<file path="src/rtl/corefifo_gray_ptr_sync_pkg.sv">
// -----------------------------------------------------------------------------
// corefifo_gray_ptr_sync_pkg
//   Shared constants and Gray-code helpers for the FIFO pointer synchroniser.
//   The helpers work on a fixed 32-bit word. Callers zero-extend narrower
//   pointers into that word. Leading zeros do not change gray2bin, bin2gray
//   or popcnt_gt1, so one set of functions serves every pointer width.
// -----------------------------------------------------------------------------
package corefifo_gray_ptr_sync_pkg;

   // Fewest synchroniser flops that still gives metastability settling time.
   localparam int MIN_SYNC_STAGES = 2;

   // Width of the helper word; pointers wider than this are not supported.
   localparam int PTR_MAX_W = 32;

   typedef logic [PTR_MAX_W-1:0] ptr_word_t;

   // Gray to binary: each binary bit is the XOR of all Gray bits at or above it.
   function automatic ptr_word_t gray2bin(input ptr_word_t g);
      ptr_word_t b;
      b = '0;
      b[PTR_MAX_W-1] = g[PTR_MAX_W-1];
      for (int i = PTR_MAX_W - 2; i >= 0; i--) begin
         b[i] = b[i+1] ^ g[i];
      end
      return b;
   endfunction

   // Binary to Gray: neighbouring codes differ in exactly one bit.
   function automatic ptr_word_t bin2gray(input ptr_word_t b);
      return b ^ (b >> 1);
   endfunction

   // True when more than one bit is set. Clearing the lowest set bit
   // leaves a non-zero word only if a second bit was set.
   function automatic logic popcnt_gt1(input ptr_word_t x);
      return (x & (x - ptr_word_t'(1'b1))) != ptr_word_t'(1'b0);
   endfunction

endpackage

</file>
<file path="src/rtl/corefifo_gray_ptr_sync_if.sv">
// -----------------------------------------------------------------------------
// corefifo_gray_ptr_sync_if
//   Bundles the pointer-synchroniser data signals.
//   master : pointer source / flag logic side (drives inp, err_clr)
//   slave  : the synchroniser itself (drives the synchronised results)
//   Signals (W = ADDRWIDTH+1):
//     inp       NUM_CH*W  Gray pointers from the source domain, ch c at [c*W +: W]
//     err_clr   NUM_CH    clear sticky err_multi per channel
//     sync_gray NUM_CH*W  synchronised Gray pointers
//     sync_bin  NUM_CH*W  registered binary form of sync_gray
//     bin_vld   1         pipeline filled since last reset
//     chg       NUM_CH    one-cycle strobe when sync_bin of a channel changes
//     err_multi NUM_CH    sticky multi-bit Gray change flag
// -----------------------------------------------------------------------------
interface corefifo_gray_ptr_sync_if #(
   parameter int ADDRWIDTH = 3,
   parameter int NUM_CH    = 1
);
   localparam int W = ADDRWIDTH + 1;

   logic [NUM_CH*W-1:0] inp;
   logic [NUM_CH-1:0]   err_clr;
   logic [NUM_CH*W-1:0] sync_gray;
   logic [NUM_CH*W-1:0] sync_bin;
   logic                bin_vld;
   logic [NUM_CH-1:0]   chg;
   logic [NUM_CH-1:0]   err_multi;

   modport master (
      output inp,
      output err_clr,
      input  sync_gray,
      input  sync_bin,
      input  bin_vld,
      input  chg,
      input  err_multi
   );

   modport slave (
      input  inp,
      input  err_clr,
      output sync_gray,
      output sync_bin,
      output bin_vld,
      output chg,
      output err_multi
   );
endinterface

</file>
<file path="src/rtl/corefifo_gray_ptr_sync_ch.sv">
// -----------------------------------------------------------------------------
// corefifo_ptr_sync_ch
//   One pointer channel. It contains the synchroniser stage chain, the
//   binary-converted output register, the change strobe and the optional
//   multi-bit-change checker.
//   Ports (W = ADDRWIDTH+1):
//     clk, arstn, srstn  clock, async / sync active-low resets
//     bin_vld            shared "pipeline filled" qualifier from the top
//     inp        [W]     Gray pointer from the foreign domain
//     err_clr            clear request for err_multi
//     sync_gray  [W]     last synchroniser stage
//     sync_bin   [W]     registered binary of sync_gray
//     chg                sync_bin changed on this edge (only once bin_vld is 1)
//     err_multi          sticky: consecutive sync_gray samples differ in >1 bit
// -----------------------------------------------------------------------------
module corefifo_ptr_sync_ch
   import corefifo_gray_ptr_sync_pkg::*;
#(
   parameter int NUM_STAGES = 2,
   parameter int ADDRWIDTH  = 3,
   parameter int CHK_EN     = 1,
   localparam int W         = ADDRWIDTH + 1
) (
   input  logic         clk,
   input  logic         arstn,
   input  logic         srstn,
   input  logic         bin_vld,
   input  logic [W-1:0] inp,
   input  logic         err_clr,
   output logic [W-1:0] sync_gray,
   output logic [W-1:0] sync_bin,
   output logic         chg,
   output logic         err_multi
);

   logic [W-1:0] stage_q [NUM_STAGES];
   logic [W-1:0] stage_d [NUM_STAGES];
   logic [W-1:0] bin_q;
   logic [W-1:0] bin_d;
   logic         chg_q;
   logic         chg_d;
   logic [W-1:0] bin_next_s;

   // Binary form of the current last stage; this is what bin_q loads next.
   always_comb begin
      bin_next_s = W'(gray2bin(PTR_MAX_W'(stage_q[NUM_STAGES-1])));
   end

   // Next state for the stage chain, binary register and change strobe.
   always_comb begin
      for (int i = 0; i < NUM_STAGES; i++) begin
         stage_d[i] = '0;
      end
      bin_d = '0;
      chg_d = 1'b0;
      if (srstn) begin
         stage_d[0] = inp;
         for (int i = 1; i < NUM_STAGES; i++) begin
            stage_d[i] = stage_q[i-1];
         end
         bin_d = bin_next_s;
         // The strobe is suppressed while the pipeline is still filling.
         chg_d = bin_vld && (bin_next_s != bin_q);
      end else begin
         // Synchronous reset discards everything in flight.
         for (int i = 0; i < NUM_STAGES; i++) begin
            stage_d[i] = '0;
         end
         bin_d = '0;
         chg_d = 1'b0;
      end
   end

   // Stage chain, binary register and change-strobe flops.
   always_ff @(posedge clk or negedge arstn) begin
      if (!arstn) begin
         for (int i = 0; i < NUM_STAGES; i++) begin
            stage_q[i] <= '0;
         end
         bin_q <= '0;
         chg_q <= 1'b0;
      end else begin
         for (int i = 0; i < NUM_STAGES; i++) begin
            stage_q[i] <= stage_d[i];
         end
         bin_q <= bin_d;
         chg_q <= chg_d;
      end
   end

   assign sync_gray = stage_q[NUM_STAGES-1];
   assign sync_bin  = bin_q;
   assign chg       = chg_q;

   generate
      if (CHK_EN != 0) begin : g_chk
         logic [W-1:0] last_gray_q;
         logic [W-1:0] last_gray_d;
         logic         err_q;
         logic         err_d;
         logic         multi_s;

         // Checker next state: remember the previous sample and latch
         // multi-bit jumps. A set wins over a clear in the same cycle.
         always_comb begin
            multi_s     = popcnt_gt1(PTR_MAX_W'(stage_q[NUM_STAGES-1] ^ last_gray_q));
            last_gray_d = '0;
            err_d       = 1'b0;
            if (srstn) begin
               last_gray_d = stage_q[NUM_STAGES-1];
               err_d       = (bin_vld && multi_s) || (err_q && !err_clr);
            end else begin
               last_gray_d = '0;
               err_d       = 1'b0;
            end
         end

         // Checker flops.
         always_ff @(posedge clk or negedge arstn) begin
            if (!arstn) begin
               last_gray_q <= '0;
               err_q       <= 1'b0;
            end else begin
               last_gray_q <= last_gray_d;
               err_q       <= err_d;
            end
         end

         assign err_multi = err_q;
      end else begin : g_no_chk
         assign err_multi = 1'b0;
      end
   endgenerate

endmodule

</file>
<file path="src/rtl/corefifo_gray_ptr_sync.sv">
// -----------------------------------------------------------------------------
// corefifo_gray_ptr_sync
//   Multi-channel N-stage synchroniser for Gray-coded FIFO pointers.
//   It brings pointers from a foreign clock domain into clk. For each
//   channel it delivers the Gray value, a registered binary value, a change
//   strobe and a sticky multi-bit-change error. One fill counter is shared
//   by all channels; it raises bin_vld once the pipeline holds real data.
//   Ports:
//     clk    destination-domain clock
//     arstn  asynchronous active-low reset
//     srstn  synchronous active-low reset
//     bus    corefifo_gray_ptr_sync_if.slave (inp, err_clr in; sync_gray,
//            sync_bin, bin_vld, chg, err_multi out)
// -----------------------------------------------------------------------------
module corefifo_gray_ptr_sync
   import corefifo_gray_ptr_sync_pkg::*;
#(
   parameter int NUM_STAGES = 2,
   parameter int ADDRWIDTH  = 3,
   parameter int NUM_CH     = 1,
   parameter int CHK_EN     = 1
) (
   input  logic                     clk,
   input  logic                     arstn,
   input  logic                     srstn,
   corefifo_gray_ptr_sync_if.slave  bus
);

   localparam int W      = ADDRWIDTH + 1;
   localparam int FILL_W = $clog2(NUM_STAGES + 2);
   localparam logic [FILL_W-1:0] FILL_MAX = FILL_W'(NUM_STAGES + 1);

   generate
      if (NUM_STAGES < MIN_SYNC_STAGES) begin : g_bad_stages
         $error("corefifo_gray_ptr_sync: NUM_STAGES must be >= 2");
      end
      if (NUM_CH < 1) begin : g_bad_ch
         $error("corefifo_gray_ptr_sync: NUM_CH must be >= 1");
      end
   endgenerate

   logic [FILL_W-1:0]   fill_q;
   logic [FILL_W-1:0]   fill_d;
   logic                bin_vld_q;
   logic                bin_vld_d;
   logic [NUM_CH*W-1:0] sync_gray_s;
   logic [NUM_CH*W-1:0] sync_bin_s;
   logic [NUM_CH-1:0]   chg_s;
   logic [NUM_CH-1:0]   err_s;

   // Fill counter: counts edges since reset release and saturates once the
   // stage chain and binary register both hold post-reset data.
   always_comb begin
      fill_d    = '0;
      bin_vld_d = 1'b0;
      if (srstn) begin
         if (fill_q == FILL_MAX) begin
            fill_d = fill_q;
         end else begin
            fill_d = fill_q + FILL_W'(1'b1);
         end
         bin_vld_d = (fill_d == FILL_MAX);
      end else begin
         fill_d    = '0;
         bin_vld_d = 1'b0;
      end
   end

   // Fill counter and bin_vld flops.
   always_ff @(posedge clk or negedge arstn) begin
      if (!arstn) begin
         fill_q    <= '0;
         bin_vld_q <= 1'b0;
      end else begin
         fill_q    <= fill_d;
         bin_vld_q <= bin_vld_d;
      end
   end

   generate
      for (genvar c = 0; c < NUM_CH; c++) begin : g_ch
         corefifo_ptr_sync_ch #(
            .NUM_STAGES (NUM_STAGES),
            .ADDRWIDTH  (ADDRWIDTH),
            .CHK_EN     (CHK_EN)
         ) u_ch (
            .clk        (clk),
            .arstn      (arstn),
            .srstn      (srstn),
            .bin_vld    (bin_vld_q),
            .inp        (bus.inp[c*W +: W]),
            .err_clr    (bus.err_clr[c]),
            .sync_gray  (sync_gray_s[c*W +: W]),
            .sync_bin   (sync_bin_s[c*W +: W]),
            .chg        (chg_s[c]),
            .err_multi  (err_s[c])
         );
      end
   endgenerate

   assign bus.sync_gray = sync_gray_s;
   assign bus.sync_bin  = sync_bin_s;
   assign bus.bin_vld   = bin_vld_q;
   assign bus.chg       = chg_s;
   assign bus.err_multi = err_s;

endmodule
</file>
<file path="src/flat_wrapper.sv">
// flat-port wrapper written by rule: the top's interface ports become plain ports
module corefifo_gray_ptr_sync_flat import corefifo_gray_ptr_sync_pkg::*;
#(
   parameter int NUM_STAGES = 2,
   parameter int ADDRWIDTH  = 3,
   parameter int NUM_CH     = 1,
   parameter int CHK_EN     = 1
)
  (clk, arstn, srstn, bus_inp, bus_err_clr, bus_sync_gray, bus_sync_bin, bus_bin_vld, bus_chg, bus_err_multi);
  corefifo_gray_ptr_sync_if #(.ADDRWIDTH(ADDRWIDTH), .NUM_CH(NUM_CH)) bus_i ();
  input  logic clk;
  input  logic arstn;
  input  logic srstn;
  input wire logic [$bits(bus_i.inp)-1:0] bus_inp;
  input wire logic [$bits(bus_i.err_clr)-1:0] bus_err_clr;
  output wire logic [$bits(bus_i.sync_gray)-1:0] bus_sync_gray;
  output wire logic [$bits(bus_i.sync_bin)-1:0] bus_sync_bin;
  output wire logic [$bits(bus_i.bin_vld)-1:0] bus_bin_vld;
  output wire logic [$bits(bus_i.chg)-1:0] bus_chg;
  output wire logic [$bits(bus_i.err_multi)-1:0] bus_err_multi;
  assign bus_i.inp = bus_inp;
  assign bus_i.err_clr = bus_err_clr;
  assign bus_sync_gray = bus_i.sync_gray;
  assign bus_sync_bin = bus_i.sync_bin;
  assign bus_bin_vld = bus_i.bin_vld;
  assign bus_chg = bus_i.chg;
  assign bus_err_multi = bus_i.err_multi;
  corefifo_gray_ptr_sync #(.NUM_STAGES(NUM_STAGES), .ADDRWIDTH(ADDRWIDTH), .NUM_CH(NUM_CH), .CHK_EN(CHK_EN)) u_core (.clk(clk), .arstn(arstn), .srstn(srstn), .bus(bus_i));
endmodule
</file>
<file path="config.mk">
export PLATFORM = sky130hd
export DESIGN_NAME = corefifo_gray_ptr_sync_flat
export DESIGN_NICKNAME = d
export VERILOG_FILES = /design/src/rtl/corefifo_gray_ptr_sync_pkg.sv /design/src/rtl/corefifo_gray_ptr_sync_if.sv /design/src/rtl/corefifo_gray_ptr_sync_ch.sv /design/src/rtl/corefifo_gray_ptr_sync.sv /design/src/flat_wrapper.sv
export SDC_FILE = /design/constraint.sdc
export NUM_CORES = 1
export LEC_CHECK = 0
export BUFFER_PORTS_ARGS = -buffer_cell sky130_fd_sc_hd__buf_2
export CAP_MARGIN = 20
export CORE_MARGIN = 3
export CORE_UTILIZATION = 35
export CTS_CLUSTER_DIAMETER = 150
export DETAILED_ROUTE_END_ITERATION = 7
export GPL_TIMING_DRIVEN = 0
export MAX_ROUTING_LAYER = met4
export PLACE_DENSITY_LB_ADDON = 0.08
export RECOVER_POWER = 25
export SETUP_SLACK_MARGIN = 0.2
export SYNTH_ARGS = -nofsm -noshare
export SYNTH_HDL_FRONTEND = slang
export SYNTH_HIERARCHICAL = 1
export SYNTH_SLANG_ARGS = --single-unit
</file>
<file path="constraint.sdc">
create_clock -name clk -period 3.7 [get_ports clk]
set_input_delay 0.555 -clock clk [delete_from_list [all_inputs] [get_ports clk]]
set_output_delay 0.555 -clock clk [all_outputs]
set_load 0.05 [all_outputs]
</file>
# After elaboration in Yosys (flattened, before gate mapping)
# Cells that the tools add are included.
[word_totals]
wordCells = 33
input_bits = 8
out_inout_bits = 11
reg_bits = 21
[classes]
n_reduce_logical = 6
n_eq_ne = 3
n_bitwise = 5
muxes = 9
add_sub_neg = 2
[op_table]
columns = ["cell", "count"]
rows = [
  ["4-bit by 32-bit AND with 32-bit output", 1],
  ["32-bit nonzero test", 1],
  ["4-bit two-way mux", 2],
  ["8-bit two-way mux", 1],
  ["2-bit two-way mux", 3],
  ["4-bit by 1-bit subtractor with 5-bit output (second input constant)", 1],
  ["2-bit equality test (second input constant)", 2],
  ["4-bit != test", 1],
  ["4-bit bitwise XOR", 1],
  ["1-bit logical AND", 3],
  ["1-bit two-way mux", 3],
  ["1-bit bitwise XOR", 3],
  ["2-bit by 1-bit adder with 2-bit output (second input constant)", 1],
  ["1-bit zero test", 1],
  ["1-bit logical OR", 1],
]

# Longest topological paths before layout
# Gate-level depths: netlist of the first run.
[depth]
depth_word = 7
depth_mapped = 5
mapped_depth_nobuf = 4

# Hierarchy
# The synthesis of the first run kept the hierarchy.
[modules_own_cells]
columns = ["mod", "seq_area_each_um2", "cells_per_inst", "area_per_inst_um2", "n_inst"]
rows = [
  ["corefifo_ptr_sync_ch", 425.4, 64, 770.7, 1],
  ["corefifo_gray_ptr_sync", 75.1, 7, 101.3, 1],
]

# Worst setup path before layout of the first run
# No wires, ideal clock.
[synth_path]
path_type = "reg-to-reg"
startpoint = "register u_core.g_ch[0].u_ch.bin_q[1]"
endpoint = "register u_core.g_ch[0].u_ch.chg_q"
path_stages_with_launch = 5
setup_time_ns = 0.124
t_arrival_ns = 1.276
period_less_slack_ns = 1.400
path_buffers = 0
required_time_ns = 3.576
slack_ns = 2.300
cell_sequence = "dfrtp_1 xor2_1 mux2i_1 o2bb2ai_1 a21oi_1"
[synth_via]
elab_chain_cells = 3
[synth_rtl]
columns = ["item", "line", "source"]
rows = [
  ["start: declaration", "corefifo_gray_ptr_sync_ch.sv:38", "logic [W-1:0] bin_q;"],
  ["start signal: assignment", "corefifo_gray_ptr_sync_ch.sv:86", "bin_q <= bin_d;"],
  ["4-bit != test", "corefifo_gray_ptr_sync_ch.sv:63", "chg_d = bin_vld && (bin_next_s != bin_q);"],
  ["1-bit logical AND", "corefifo_gray_ptr_sync_ch.sv:63", ""],
  ["1-bit two-way mux", "corefifo_gray_ptr_sync_ch.sv:56", "if (srstn) begin"],
  ["net u_core.g_ch[0].u_ch.chg_d", "corefifo_gray_ptr_sync_ch.sv:41", "logic chg_d;"],
  ["end signal: assignment", "corefifo_gray_ptr_sync_ch.sv:87", "chg_q <= chg_d;"],
  ["end: declaration", "corefifo_gray_ptr_sync_ch.sv:40", "logic chg_q;"],
]
# The timed path passes the listed nets, and every way through them passes these cells.

# Worst setup path after layout of the first run
[layout_path]
startpoint = "register u_core.g_ch[0].u_ch.stage_q, in the netlist u_core/g_ch[0].u_ch/sync_gray[3]"
endpoint = "output bus_sync_gray[3]"
[layout_lines]
columns = ["item", "line", "source"]
rows = [
  ["start: declaration", "corefifo_gray_ptr_sync_ch.sv:36", "logic [W-1:0] stage_q [NUM_STAGES];"],
  ["start signal: indexed assignment", "corefifo_gray_ptr_sync_ch.sv:84", "stage_q[i] <= stage_d[i];"],
  ["end: declaration", "flat_wrapper.sv:16", "output wire logic [$bits(bus_i.sync_gray)-1:0] bus_sync_gray;"],
]
# No word-level cell between the ends.

==> summary.txt, run 1 <==
Layout
  • Nets@finish: 102
  • Finished Cell Area: 1032 µm²
  • Layout Area Growth over Synthesis: 18.36%
  • # diodes: 0
  • Layout cells sized above 1: 0.3441
  • Layout Cells excl Fill: 121

Routing
  • Drt wl/cell: 10.88 µm
  • Via density: 4.380
  • TritonRoute pass-1 iters: 3
  • DRT iter0 DRCs: 4
  • Post-DRT Antenna Nets: 0
  • Post-detailed-route DRC marker count: 0
  • Final WL: 1316 µm
  • DR vias: 530

Clock network
  • CTS-repair resized insts: 0
  • CTS buffer count: 3
  • Hold_buf cts: 0
  • Clk slew on worst S/H paths: 110 ps
  • Post-CTS setup buffer count: 0
  • Num Clock Sinks: 20
  • Root buf cell: clkbuf_4
  • Clk buf depth: 2
  • Worst-skew pair later-pin latency: 290 ps
  • CTS H-tree depth: 1
  • CTS tree: yes

Critical path
  • WS Path Type: flip-flop to primary output
  • Crit Path Max Fanout: 7
  • R2R setup slack: 2180 ps
  • Worst reg2reg path endpoint: u_core/g_ch[0].u_ch/chg
  • R2R cell count: 4
  • WP data arrival: 1180 ps
  • Worst R2R Start: u_core/g_ch[0].u_ch/sync_gray[3]
  • Element type at the critical path end: primary output
  • Req. time, crit path: 3140 ps
  • Startpoint Class: flip-flop

STA
  • Slew margin rel.: 0.3179
  • Total negative slack: 0 ps
  • Unrepaired setup endpoints after global routing: false
  • Final Setup Violations: 0
  • Fmax: 575.3 MHz
  • Tmin final: 1738 ps
  • Clk_skew: 1.378 ps
  • WHS: 403.7 ps
  • Final Hold Viols: 0
  • Final period util: 0.4698
  • Fin. max-slew vios: 0
  • Worst Max-Slew Pin Slew: 1023 ps

Power and ir drop
  • Worst vdd ir: 0.2304 mV
  • Design Power: 0.4273 mW
  • Power Dens Cells: 413.9 nW/µm²
  • Pleak: 0.5345 nW

Logic synthesis
  • Syn Nets: 79
  • Yosys top cell by area: dfrtp_1
  • Ys Warns: 6
  • Register area share after synthesis: 0.5739
  • Most frequent cell after synthesis: dfrtp_1
  • Asr flop ratio synth: 1.000
  • Post-Syn Instances: 71
  • Synth Area per Inst: 12.28 µm²
  • Top cell type's share of synthesized area: 0.5739
  • Post-synth top cells: 20 x dfrtp_1, 12 x and2_1, 5 x buf_4, 5 x xnor2_1, 4 x and2_2
  • Synthesized area: 872.1 µm²
  • Top cells by area, synth: dfrtp_1 57%, and2_1 8.6%, xnor2_1 5.0%, buf_4 4.3%, and2_2 3.4%
  • Yosys cell types: 21
  • Main synth FF type: dfrtp_1
  • Post-synthesis sequential element count: 20
  • Number of flops mapped to enable cells by yosys: 0

Place
  • Instance area after placement: 997.2 µm²
  • GP Congestion: 0.6414
  • # port buffers: 18
  • Final HPWL DP: 951.3 µm
  • Cells after DPL: 117

Floorplan
  • Die extent in y: 55.92 µm
  • Die width: 55.92 µm
  • Initial Utilization: 0.3796
  • # IOs: 19
  • Row count: 17
  • Die ar.: 3126 µm²
  • Core area: 2297 µm²

Global routing
  • First-pass GRT wire length: 2277 µm
  • Initial antenna violation count: 0
  • GRT Overall Usage: 0.09890
  • Vias in the first global route: 523
  • Largest net degree at the start of global routing: 21
  • Grt ovf: 0

Run status
  • Status: complete, no violations

Worst hold path
  • HP Class: input port to asynchronous set/reset pin

Run
  • Max cap viols: 0
[where the power goes]
group	total, mW	internal [mW]	switching, mW	leakage (nW)
registers	0.236	0.229	0.00693	0.267
clock network	0.123	0.0599	0.0635	0.0210
logic	0.0682	0.0272	0.0410	0.247
[metrics by stage]
step / util / setup slack, ps
finish: 0.4493 / 1962
global route: 0.4493 / 1881
global placement: 0.4341 / 2189
detailed placement: 0.4341 / 2181
floorplan: - / 2300
CTS: 0.4499 / 1936
[layout by cell type (no fill, tap or decap), types with 3 or more instances in the layout]
| cell | instances |
|---|---|
| buf_2 | 17 |
| nand2_1 | 3 |
| nor2b_1 | 3 |
| xnor2_1 | 5 |
| buf_4 | 5 |
| and2_2 | 4 |
| xor2_1 | 3 |
| dfrtp_1 | 20 |
| and2_1 | 12 |
| clkbuf_4 | 3 |
[critical path, stage by stage, from the launching register on]
cell and delay (ps):
dfrtp_1 490, buf_4 150, buf_2 240
[layout make-up]
type                       count  area [µm²]
fill                         233        1265
multi-input combinational     42       311.5
inverter                       2       7.507
buffer                         7       52.55
tap                           28       35.03
timing repair buffer          18       88.84
sequential                    20       500.5
clock buffer                   4       36.28
[how the worst max path moves through the flow]
| stage | startpoint | endpoint | slack, ps | depth (start not counted) |
|---|---|---|---|---|
| 2_1_floorplan | u_core/g_ch[0].u_ch/sync_bin[1] | u_core/g_ch[0].u_ch/chg | 2300 | 4 |
| 3_3_place_gp | u_core/g_ch[0].u_ch/sync_gray[3] | u_core/g_ch[0].u_ch/chg | 2190 | 4 |
| 4_1_cts | u_core/g_ch[0].u_ch/sync_gray[3] | bus_sync_gray[3] | 1940 | 2 |
| 3_5_place_dp | u_core/g_ch[0].u_ch/sync_gray[3] | u_core/g_ch[0].u_ch/chg | 2180 | 4 |
| 5_1_grt | u_core/g_ch[0].u_ch/sync_gray[3] | bus_sync_gray[3] | 1880 | 2 |
| 6_report | u_core/g_ch[0].u_ch/sync_gray[3] | bus_sync_gray[3] | 1960 | 2 |
[state kept, by name, indices dropped and copies added, names as in the netlist]
signal                              cells
u_core/g_ch.u_ch/stage_q                4
u_core/g_ch.u_ch/sync_bin               4
u_core/g_ch.u_ch/sync_gray              4
u_core/g_ch.u_ch/g_chk.last_gray_q      3
u_core/fill_q                           2
u_core/bus.bin_vld                      1
u_core/g_ch.u_ch/chg                    1
u_core/g_ch.u_ch/err_multi              1
[per-layer routing]
layer,vias to the layer above,track usage,part of all wire
met4,0,0.05085,0.013
met5,-,-,0
met1,252,0.1067,0.42
met2,11,0.1655,0.52
li1,265,-,-
met3,2,0.02784,0.047
[logic make-up after synthesis]
kind of cell | count (synthesis) | synth area share
AOI/OAI and AO/OA | 7 | 0.06026
buffers and inverters | 9 | 0.06887
muxes | 2 | 0.02296
DFF | 20 | 0.5739
and+or+nand+nor | 24 | 0.1664
xor gates and xnor gates | 9 | 0.1076
Power figures use the tool's default switching activity.
==> run 2, diff against run 1 <==
--- a/config.mk
+++ b/config.mk
@@ -5,8 +5,10 @@
 export SDC_FILE = /design/constraint.sdc
 export NUM_CORES = 1
 export LEC_CHECK = 0
+export ABC_AREA = 1
 export BUFFER_PORTS_ARGS = -buffer_cell sky130_fd_sc_hd__buf_2
 export CAP_MARGIN = 20
+export CORE_ASPECT_RATIO = 2
 export CORE_MARGIN = 3
 export CORE_UTILIZATION = 35
 export CTS_CLUSTER_DIAMETER = 150
==> constraint.sdc (replaced) <==
create_clock -name clk -period 1.7 [get_ports clk]
set_input_delay 0.255 -clock clk [delete_from_list [all_inputs] [get_ports clk]]
set_output_delay 0.255 -clock clk [all_outputs]
set_load 0.05 [all_outputs]
==> run 2 against run 1 <==
Register-to-register slack got worse by 1700 ps. Hold slack worse by 220 ps. Synthesized cell count grew 48%. Final cell count up 28%. Clock-buffer cell count did not move. Via count rose by 25%. Setup slack worse by 1600 ps. Combinational power grew 140%. Critical path depth unchanged. Routed wire length rose by 17%. Sequential cell count is the same. Global-route usage up 1.0 points. Largest cell class unchanged.
==> summary.txt, run 2 <==
Critical path
  • Startpoint Class: flip-flop
  • Critical path's largest stage delay: 460 ps
  • WS Path Type: flip-flop to primary output
  • WP data arrival: 1100 ps
  • Crit Path Max Fanout: 6
  • Slowest-stage cell, CP: dfrtp_1
  • Element type at the critical path end: primary output
  • Crit-path cells: buf_4, buf_2
  • WP buf/inv: 2
  • Req. time, crit path: 1440 ps
  • Family with the most delay on the worst path: flip-flops

STA
  • Tmin final: 1357 ps
  • Final Hold Viols: 0
  • Total negative slack: 0 ps
  • Final Setup Violations: 0
  • Clk_skew: 0.5728 ps
  • WHS: 183.0 ps
  • Unrepaired setup endpoints after global routing: false
  • Fin. max-slew vios: 0
  • Setup ws final: 343.2 ps
  • Final period util: 0.7981
  • Worst Max-Slew Pin Slew: 450.3 ps
  • Fmax: 737.0 MHz
  • Slew margin rel.: 0.6998

Logic synthesis
  • Register area share after synthesis: 0.5457
  • Most frequent cell after synthesis: nand2_1
  • Post-synthesis sequential element count: 20
  • Top cells by area, synth: dfrtp_1 55%, nand2_1 12%, inv_1 6.1%, buf_4 4.1%, xor2_1 3.8%
  • Yosys top cell by area: dfrtp_1
  • Synthesized area: 917.1 µm²
  • Asr flop ratio synth: 1.000
  • Main synth FF type: dfrtp_1
  • Post-Syn Instances: 105
  • Number of flops mapped to enable cells by yosys: 0
  • Top cell type's share of synthesized area: 0.5457
  • Synth Area per Inst: 8.735 µm²
  • Ys Warns: 6
  • Post-synth top cells: 30 x nand2_1, 20 x dfrtp_1, 15 x inv_1
  • Syn Nets: 113
  • Yosys cell types: 16

Global routing
  • GRT Overall Usage: 0.1089
  • Initial antenna violation count: 0
  • Largest net degree at the start of global routing: 21
  • Vias in the first global route: 677
  • First-pass GRT wire length: 2670 µm
  • Grt ovf: 0

Clock network
  • Clk slew on worst S/H paths: 70 ps
  • Clk buf depth: 2
  • Root buf cell: clkbuf_8
  • Worst-skew pair later-pin latency: 250 ps
  • Num Clock Sinks: 20
  • CTS H-tree depth: 1
  • CTS tree: yes
  • CTS buffer count: 3

Layout
  • Most frequent cells in the layout: 31 x nand2_1, 20 x dfrtp_1, 17 x buf_2, 15 x inv_1
  • Multi-input gate area: 290.3 µm²
  • Nets@finish: 137
  • # diodes: 0
  • Layout Area Growth over Synthesis: 20.19%
  • Layout cells sized above 1: 0.3047
  • Most common library cell in the layout ignoring fill and taps: nand2_1
  • Fillers: 252
  • Sequential Area: 500.5 µm²
  • Layout Cells excl Fill: 155
  • Finished Cell Area: 1102 µm²
  • Core occupancy in the finished layout: 0.4518

Power and ir drop
  • Psw: 0.2787 mW
  • Pleak: 0.6825 nW
  • Cell Int Power: 0.7581 mW
  • Combinational Power Share: 0.157
  • Sw Ratio: 0.2688
  • Worst vdd ir: 0.6085 mV
  • Clk network pwr share: 0.343
  • Flop pwr share: 0.500
  • Design Power: 1.037 mW
  • Power Dens Cells: 940.6 nW/µm²

Floorplan
  • Die extent in y: 78.39 µm
  • Die ar.: 3308 µm²
  • Die width: 42.20 µm
  • # IOs: 19
  • Core area: 2440 µm²
  • Initial Utilization: 0.3759
  • Row count: 25

Routing
  • Via density: 4.284
  • DR vias: 664
  • TritonRoute pass-1 iters: 3
  • Final WL: 1540 µm
  • Post-DRT Antenna Nets: 0
  • DRT iter0 DRCs: 18
  • Drt wl/cell: 9.935 µm
  • Post-detailed-route DRC marker count: 0

Place
  • DP Worst Slack: 464.6 ps
  • GP Congestion: 0.7609
  • # port buffers: 18
  • Cells after DPL: 150
  • Final HPWL DP: 1181 µm
  • Instance area after placement: 1041 µm²

Worst hold path
  • HP Class: input port to flip-flop

Run
  • Max cap viols: 0

Run status
  • Status: complete, no violations
[run 2: layout make-up]
type / count / area share
Inverter: 22 / 0.07491
Buffer: 6 / 0.03746
Multi-Input combinational cell: 57 / 0.2633
Timing Repair Buffer: 19 / 0.08967
Clock buffer: 4 / 0.04994
Tap cell: 27 / 0.03065
Sequential cell: 20 / 0.4540
[run 2: worst paths after layout]
check	slack (ps)	depth (start not counted)	start	to
setup / recovery	340	2	u_core/g_ch[0].u_ch/sync_gray[0]	bus_sync_gray[0]
hold / removal	180	3	bus_inp[0]	u_core/g_ch[0].u_ch/stage_q[4]
setup reg to reg	460	7	u_core/g_ch[0].u_ch/sync_gray[2]	u_core/g_ch[0].u_ch/chg
hold reg to reg	440	2	u_core/g_ch[0].u_ch/stage_q[6]	u_core/g_ch[0].u_ch/sync_gray[2]
max in group asynchronous	910	2	arstn	u_core/g_ch[0].u_ch/sync_bin[3]
min in group asynchronous	480	2	arstn	u_core/g_ch[0].u_ch/sync_bin[2]
[run 2: cells by family after synthesis]
group	after synthesis	synth area share
buffers and inverters	28	0.1351
AO/OA/AOI/OAI	3	0.02047
AND/OR/NAND/NOR	50	0.2606
flip-flops	20	0.5457
XOR/XNOR	4	0.03820
[run 2: power groups by stage]
stage	Clock, mW	Combinational [mW]	Sequential [mW]
after global placement	0	0.163	0.528
after global routing	0.390	0.181	0.522
after CTS	0.377	0.168	0.520
final	0.355	0.163	0.519
after detailed placement	0	0.165	0.529
after floorplan	0	0.0909	0.556
[run 2: per-layer routing]
metal,global-route usage,part of all wire
met1,0.09091,0.38
met2,0.1988,0.56
met3,0.02294,0.032
met4,0.08100,0.020
met5,-,0
[run 2: what timing repair did]
item / 4_1_cts / 5_1_grt
endpoints found under the hold margin: 20 / 0
resized for setup: 0 / 0
hold buffers: 1 / 0
buffers inserted: 0 / 0
[run 2: worst register-to-register path, cell delays in order, from the launching register on]
cell and delay, ps:
dfrtp_1 460, nand2_1 130, nand3_2 130, nand2_2 90, nand2_1 60, nand2_1 40
nor2_1 140, a21oi_2 70
